[config.mk]
export PLATFORM = sky130hd
export DESIGN_NAME = input_debouncer_flat
export DESIGN_NICKNAME = d
export VERILOG_FILES = /design/src/rtl/input_debouncer_if.sv /design/src/rtl/input_debouncer.sv /design/src/flat_wrapper.sv
export SDC_FILE = /design/constraint.sdc
export NUM_CORES = 1
export LEC_CHECK = 0
export ABC_AREA = 1
export CORE_MARGIN = 1
export CORE_UTILIZATION = 50
export DETAILED_ROUTE_END_ITERATION = 10
export PLACE_DENSITY = 0.77
export SLEW_MARGIN = 20
export SYNTH_ARGS = -nofsm -noshare
export SYNTH_HDL_FRONTEND = slang
export SYNTH_SLANG_ARGS = --single-unit
export TNS_END_PERCENT = 1
[constraint.sdc]
create_clock -name clk -period 2.1 [get_ports clk]
set_clock_uncertainty 0.05 [all_clocks]
set_input_delay 0.42 -clock clk [delete_from_list [all_inputs] [get_ports clk]]
set_output_delay 0.42 -clock clk [all_outputs]
set_load 0.05 [all_outputs]
[src/rtl/input_debouncer_if.sv]
`default_nettype none
// ============================================================================
//  Module   : input_debouncer_if
//  Purpose  : Signal bundle between a raw-input producer and input_debouncer.
//             The master side drives the raw pin and the glitch-counter clear.
//             The slave side (the debouncer) returns the clean level, the
//             change strobe and the glitch count.
//  Revision : 1.0  initial release
// ============================================================================
interface input_debouncer_if #(
  parameter int GLITCH_W = 8
);
  logic                din;
  logic                glitch_clr;
  logic                dout;
  logic                chg;
  logic [GLITCH_W-1:0] glitch_cnt;

  modport master (
    output din,
    output glitch_clr,
    input  dout,
    input  chg,
    input  glitch_cnt
  );

  modport slave (
    input  din,
    input  glitch_clr,
    output dout,
    output chg,
    output glitch_cnt
  );
endinterface
`default_nettype wire

[src/rtl/input_debouncer.sv]
`default_nettype none
// ============================================================================
//  Module   : input_debouncer
//  Purpose  : Synchronizes a raw asynchronous input and accepts a new level
//             only after STABLE_CYCLES consecutive identical synchronized
//             samples. Provides a registered level, a one-cycle change strobe
//             and a saturating count of rejected excursions.
//  Revision : 1.0  initial release
// ============================================================================
module input_debouncer #(
  parameter int   SYNC_STAGES   = 2,
  parameter int   STABLE_CYCLES = 8,
  parameter logic RESET_LEVEL   = 1'b1,
  parameter int   GLITCH_W      = 8
) (
  input  logic                clk,
  input  logic                rst,
  input_debouncer_if.slave    bus
);

  localparam int               CNT_W    = $clog2(STABLE_CYCLES + 1);
  localparam logic [CNT_W-1:0] CNT_ONE  = CNT_W'(1);
  localparam logic [CNT_W-1:0] CNT_LAST = CNT_W'(STABLE_CYCLES - 1);

  typedef enum logic [1:0] {
    STABLE_LO = 2'd0,
    PEND_HI   = 2'd1,
    STABLE_HI = 2'd2,
    PEND_LO   = 2'd3
  } state_t;

  localparam state_t RESET_STATE = (RESET_LEVEL == 1'b1) ? STABLE_HI : STABLE_LO;

  logic [SYNC_STAGES-1:0] sync_q, sync_d;
  state_t                 state_q, state_d;
  logic [CNT_W-1:0]       cnt_q, cnt_d;
  logic                   dout_q, dout_d;
  logic                   chg_q, chg_d;
  logic [GLITCH_W-1:0]    glitch_q, glitch_d;
  logic                   glitch_inc;
  logic                   s;

  // The FSM only ever looks at the last synchronizer stage.
  assign s = sync_q[SYNC_STAGES-1];

  // Shift the raw input into the synchronizer chain (stage 0 is nearest din).
  always_comb begin
    sync_d = {sync_q[SYNC_STAGES-2:0], bus.din};
  end

  // Debounce FSM: a pending state counts samples of the new level; any
  // return to the old level before the count completes is a glitch.
  always_comb begin
    state_d    = state_q;
    cnt_d      = cnt_q;
    dout_d     = dout_q;
    chg_d      = 1'b0;
    glitch_inc = 1'b0;
    case (state_q)
      STABLE_LO: begin
        if (s) begin
          state_d = PEND_HI;
          cnt_d   = CNT_ONE;
        end else begin
          cnt_d = '0;
        end
      end
      PEND_HI: begin
        if (s) begin
          if (cnt_q == CNT_LAST) begin
            state_d = STABLE_HI;
            dout_d  = 1'b1;
            chg_d   = 1'b1;
            cnt_d   = '0;
          end else begin
            cnt_d = cnt_q + CNT_ONE;
          end
        end else begin
          state_d    = STABLE_LO;
          cnt_d      = '0;
          glitch_inc = 1'b1;
        end
      end
      STABLE_HI: begin
        if (!s) begin
          state_d = PEND_LO;
          cnt_d   = CNT_ONE;
        end else begin
          cnt_d = '0;
        end
      end
      PEND_LO: begin
        if (!s) begin
          if (cnt_q == CNT_LAST) begin
            state_d = STABLE_LO;
            dout_d  = 1'b0;
            chg_d   = 1'b1;
            cnt_d   = '0;
          end else begin
            cnt_d = cnt_q + CNT_ONE;
          end
        end else begin
          state_d    = STABLE_HI;
          cnt_d      = '0;
          glitch_inc = 1'b1;
        end
      end
      default: begin
        state_d = RESET_STATE;
        cnt_d   = '0;
      end
    endcase
  end

  // Glitch counter: clear has priority over an increment; saturates at all-ones.
  always_comb begin
    glitch_d = glitch_q;
    if (bus.glitch_clr) begin
      glitch_d = '0;
    end else if (glitch_inc && (glitch_q != '1)) begin
      glitch_d = glitch_q + GLITCH_W'(1);
    end
  end

  // State register; reset reloads the idle level everywhere, dropping any pending change.
  always_ff @(posedge clk) begin
    if (rst) begin
      sync_q   <= {SYNC_STAGES{RESET_LEVEL}};
      state_q  <= RESET_STATE;
      cnt_q    <= '0;
      dout_q   <= RESET_LEVEL;
      chg_q    <= 1'b0;
      glitch_q <= '0;
    end else begin
      sync_q   <= sync_d;
      state_q  <= state_d;
      cnt_q    <= cnt_d;
      dout_q   <= dout_d;
      chg_q    <= chg_d;
      glitch_q <= glitch_d;
    end
  end

  assign bus.dout       = dout_q;
  assign bus.chg        = chg_q;
  assign bus.glitch_cnt = glitch_q;

endmodule
`default_nettype wire

[src/flat_wrapper.sv]
// flat-port wrapper written by rule: the top's interface ports become plain ports
module input_debouncer_flat 
#(
  parameter int   SYNC_STAGES   = 2,
  parameter int   STABLE_CYCLES = 8,
  parameter logic RESET_LEVEL   = 1'b1,
  parameter int   GLITCH_W      = 8
)
  (clk, rst, bus_din, bus_glitch_clr, bus_dout, bus_chg, bus_glitch_cnt);
  input_debouncer_if #(.GLITCH_W(GLITCH_W)) bus_i ();
  input  logic clk;
  input  logic rst;
  input wire logic [$bits(bus_i.din)-1:0] bus_din;
  input wire logic [$bits(bus_i.glitch_clr)-1:0] bus_glitch_clr;
  output wire logic [$bits(bus_i.dout)-1:0] bus_dout;
  output wire logic [$bits(bus_i.chg)-1:0] bus_chg;
  output wire logic [$bits(bus_i.glitch_cnt)-1:0] bus_glitch_cnt;
  assign bus_i.din = bus_din;
  assign bus_i.glitch_clr = bus_glitch_clr;
  assign bus_dout = bus_i.dout;
  assign bus_chg = bus_i.chg;
  assign bus_glitch_cnt = bus_i.glitch_cnt;
  input_debouncer #(.SYNC_STAGES(SYNC_STAGES), .STABLE_CYCLES(STABLE_CYCLES), .RESET_LEVEL(RESET_LEVEL), .GLITCH_W(GLITCH_W)) u_core (.clk(clk), .rst(rst), .bus(bus_i));
endmodule
### Word level (Yosys, flattened, before mapping)

Cells that the tools add are included.

| operators by class | value |
|---|---|
| reductions and logical operators | 6 |
| mux-type cells | 25 |
| equal/unequal tests | 13 |
| add/sub/neg operators | 2 |

Operator list:

| kind | number |
|---|---|
| $pmux 4 s4 | 1 |
| $mux 2 | 6 |
| $mux 4 | 3 |
| $mux 1 | 11 |
| $add 8x1->8 const B | 1 |
| $ne 2x1->1 const B | 4 |
| $ne 8x8->1 const B | 1 |
| $pmux 2 s4 | 1 |
| $pmux 1 s2 | 3 |
| $reduce_and 5->1 | 1 |
| $add 4x1->4 const B | 1 |
| $eq 2x2->1 const B | 2 |
| $eq 4x3->1 const B | 1 |
| $ne 2x2->1 const B | 2 |
| $reduce_and 4->1 | 1 |
| $ne 3x1->1 const B | 1 |
| $ne 3x3->1 const B | 1 |
| $eq 2x1->1 const B | 1 |
| $logic_not 2->1 | 1 |
| $reduce_bool 2->1 | 1 |
| $reduce_or 2->1 | 1 |
| $logic_and 1x1->1 | 1 |

| storage, ports and cells | value |
|---|---|
| register bits | 18 |
| output and inout bits | 10 |

### Longest topological paths before layout

Gate-level depths: netlist (run 1).

| depth | value |
|---|---|
| depth in word-level cells | 4 |
| gate-level depth with buffers | 8 |
| mapped depth without buffers | 8 |

### Least setup slack after synthesis (run 1)

Ideal clock, no wire load.

| timing path | value |
|---|---|
| path kind | reg-to-reg |
| from | register u_core.glitch_q[1], in the netlist u_core.bus.glitch_cnt[1] |
| to | register u_core.glitch_q[0], in the netlist u_core.bus.glitch_cnt[0] |
| setup time | 0.116 ns |
| path slack | 0.404 ns |
| data required time | 1.934 ns |
| arrival | 1.530 ns |
| period minus slack after synthesis | 1.696 ns |
| path buffers | 0 |
| cell stages (with the launch flop) | 9 |
| cells stage by stage | dfxtp_1 ha_1 nand2_1 nor2_4 nand2_2 nand2_4 inv_4 nor2_1 nor2_1 |

| between the ends | value |
|---|---|
| longest elaborated chain between the ends | 2 |

RTL lines:

| item | RTL line | RTL |
|---|---|---|
| start, declared | input_debouncer.sv:39 | `logic [GLITCH_W-1:0] glitch_q, glitch_d;` |
| start signal, assigned | input_debouncer.sv:140 | `glitch_q <= glitch_d;` |
| $ne 8x8->1 | input_debouncer.sv:120 | `end else if (glitch_inc && (glitch_q != '1)) begin` |
| $logic_and 1x1->1 | input_debouncer.sv:120 |  |

Every way passes these cells.
A chain may end at the register's enable or synchronous reset.

### Worst setup path in the final report (run 1)

| timing path | value |
|---|---|
| from | register u_core.glitch_q[5], in the netlist u_core.bus.glitch_cnt[5] |
| to | output bus_glitch_cnt[5] |

RTL lines:

| item | RTL line | RTL |
|---|---|---|
| end, declared | flat_wrapper.sv:17 | `output wire logic [$bits(bus_i.glitch_cnt)-1:0] bus_glitch_cnt;` |

No word-level cell between the ends.

==> results.sh, run 1 <==
export IMPL_ys_warn_count=0
export IMPL_gp_congestion=0.831
export IMPL_layout_drive_gt1_share_pct=10.2
export IMPL_areaGrowthSynthToFinish_pct=21.7
export IMPL_grt_first_pass_wirelength_mm=3.05
export IMPL_cts_inserted_buffers=3
export IMPL_layout_commonest_cell="nand2_1"
export IMPL_ys_ff_latch=18
export IMPL_synth_top_area_share_pct=41.4
export IMPL_post_cts_resized=0
export IMPL_crit_fanout=6
export IMPL_async_flop_share_pct=0
export IMPL_htree_levels=1
export IMPL_min_path_type="reg2reg"
export IMPL_crit_slowest_cell="clkdlybuf4s50_1"
export IMPL_wl_per_cell_microns=11.5
export IMPL_final_cell_mix="nand2_1 (29), dfxtp_1 (18), inv_1 (15), nor2_1 (15), clkdlybuf4s50_1 (12)"
export IMPL_dieWidth_microns=43.7
export IMPL_clkLatencyLatePin_ns=0.30
export IMPL_grt_pass1_vias=732
export IMPL_drv_slew=0
export IMPL_worstReg2RegStart="u_core.bus.glitch_cnt[0]"
export IMPL_diodes=0
export IMPL_routed_via_density=5.30
export IMPL_max_freq_mhz=488
export IMPL_dieArea_sq_mm=0.00191
export IMPL_drcViolationCount=0
export IMPL_io_buffers=13
export IMPL_hp_start="u_core.sync_q[0]"
export IMPL_rsz0062_at_grt="false"
export IMPL_syn_inst=120
export IMPL_root_buffer="clkbuf_4"
export IMPL_ios=14
export IMPL_dp_hpwl_mm=1.30
export IMPL_cp_top_family="buffers and inverters"
export IMPL_synth_edf_count=0
export IMPL_wl_mm=1.76
export IMPL_synthFlopType="dfxtp_1"
export IMPL_outcome="finished, final reports clean"
export IMPL_slew_headroom_pct=66.8
export IMPL_path_clk_slew_ns=0.11
export IMPL_worstMarginPinSlew_ns=0.496
export IMPL_nNetsFinal=144
export IMPL_yosysTopAreaCell="dfxtp_1"
export IMPL_syn_cell_area_sq_um=870
export IMPL_path_buf_inv=1
export IMPL_drtAntennaViolNets=0
export IMPL_seq_area_frac_synth_pct=41.4
export IMPL_cp_arrival_ns=1.58
export IMPL_cts_tree="yes"
export IMPL_end_kind="output port"
export IMPL_crit_path_start="u_core.bus.glitch_cnt[5]"
export IMPL_synth_avg_cell_area_sq_um=7.25
export IMPL_start_util_pct=55.8
export IMPL_grt_overflow=0
export IMPL_powerDensity_mw_per_mm2=563
export IMPL_post_cts_buffers=0
export IMPL_synth_area_top_cells="dfxtp_1 (41%), nand2_1 (13%), inv_1 (6.5%)"
export IMPL_hold_slack_ns=0.397
export IMPL_vias=811
export IMPL_num_rows=14
export IMPL_clockBufferDepth=2
export IMPL_crit_chain="clkdlybuf4s50_1"
export IMPL_criticalPathCategory="reg2out"
export IMPL_timing_rr_end="u_core.bus.glitch_cnt[0]"
export IMPL_fin_setup_tns_ns=0
export IMPL_post_route_period_util_pct=97.6
export IMPL_cap_violations=0
export IMPL_track_usage_pct=21.8
export IMPL_nFillCells=146
export IMPL_first_pass_iters=4
export IMPL_grt_max_degree=11
export IMPL_synth_nets=126
export IMPL_ir_worst_vdd_v=0.000385
export IMPL_coreArea_sq_mm=0.00156
export IMPL_r2r_setup_slack_ns=0.63
export IMPL_startpoint_type="flop"
export IMPL_hold_violations=0
export IMPL_cp_depth=1
export IMPL_synth_distinct_cells=21
export IMPL_endpoint="bus_glitch_cnt[5]"
export IMPL_setup_viol=0
export IMPL_critPathMaxStageDelay_ns=0.84
export IMPL_antenna_found_initial=0
export IMPL_p_leak_nw=0.427
export IMPL_clock_sinks=18
export IMPL_first_iter_violations=18
export IMPL_critPathRequiredTime_ns=1.63
export IMPL_die_h_microns=43.7
export IMPL_min_period_ns=2.05
export IMPL_cts_hold_buffers=0
export IMPL_r2r_cells=8
-- Yosys cell counts, types with 2 or more instances --
library cell and count:
inv_1 15, dfxtp_1 18, nand2_1 29, o21ai_0 2, or2_2 2, ha_1 2, nand3_2 2, xor2_1 4
a21oi_1 8, nand3_1 11, nor2_1 15, nand2_2 2, nor3_1 2
-- worst min path at each step --
stage	end	slack [ns]	depth (start not counted)
finish	u_core.sync_q[1]	0.40	1
global route	u_core.sync_q[1]	0.43	1
CTS	u_core.sync_q[1]	0.40	1
detailed placement	u_core.sync_q[1]	0.37	1
global placement	u_core.sync_q[1]	0.34	1
floorplan	u_core.sync_q[1]	0.34	1
-- layer usage --
| metal | wire (microns) | global-route usage (%) | share of wire (%) |
|---|---|---|---|
| met3 | 74 | 3.75 | 4.2 |
| met2 | 811 | 34.6 | 46 |
| met5 | 0 | 0 | 0 |
| met4 | 47 | 11.9 | 2.7 |
| met1 | 825 | 28.0 | 47 |
-- through the flow --
stage | cells | worst slack, ns | instance area (sq um) | total power (W) | util (%)
after floorplan | 120 | 0.404 | 870 | 0.000370 | -
after global placement | 149 | 0.416 | 1020 | 0.000381 | 65.4
after detailed placement | 149 | 0.382 | 1020 | 0.000382 | 65.4
after CTS | 153 | 0.0404 | 1060 | 0.000599 | 67.7
after global routing | 153 | 0.00204 | 1060 | 0.000618 | 67.9
final | 153 | 0.0501 | 1060 | 0.000596 | 67.9
-- layout make-up --
class                   count  area (sq um)  share of cell area [%]
flip-flops and latches     18           360                    34.0
inverters                  16          62.6                    5.91
well taps                  16          20.0                    1.89
multi-input cells          86           447                    42.2
clock buffers               4          36.3                    3.43
repair buffers             13           133                    12.5
-- flip-flops by register name (all words and copies together), names as in the netlist, named ones only --
signal / count
u_core.bus.glitch_cnt: 8
u_core.cnt_q: 4
u_core.sync_q: 2
u_core.bus.chg: 1
u_core.bus.dout: 1
u_core.state_q: 1
-- where the power goes --
group	total [W]	leakage, nW	switching, W	internal [W]
Combinational	0.0000266	0.260	0.0000156	0.0000110
Clock	0.000221	0.0210	0.000115	0.000106
Sequential	0.000348	0.146	0.00000382	0.000344
Total	0.000596	0.427	0.000134	0.000461
-- logic make-up (layout without fill, tap and decap cells) --
kind of cell	after synthesis	count (layout)	synth area share [%]
compound gates	12	12	7.63
xor+xnor	5	5	5.04
fa+ha+maj	2	2	2.88
buf+inv	16	33	7.19
flops	18	18	41.4
simple gates	67	67	35.8
Power figures use the tool's default switching activity.
==> run 2, diff against run 1 <==
Settings changed: SKIP_LAST_GASP from default to 1.
==> results of run 2 <==
No change in the layout: final DEF, timing and power equal those of run 1.
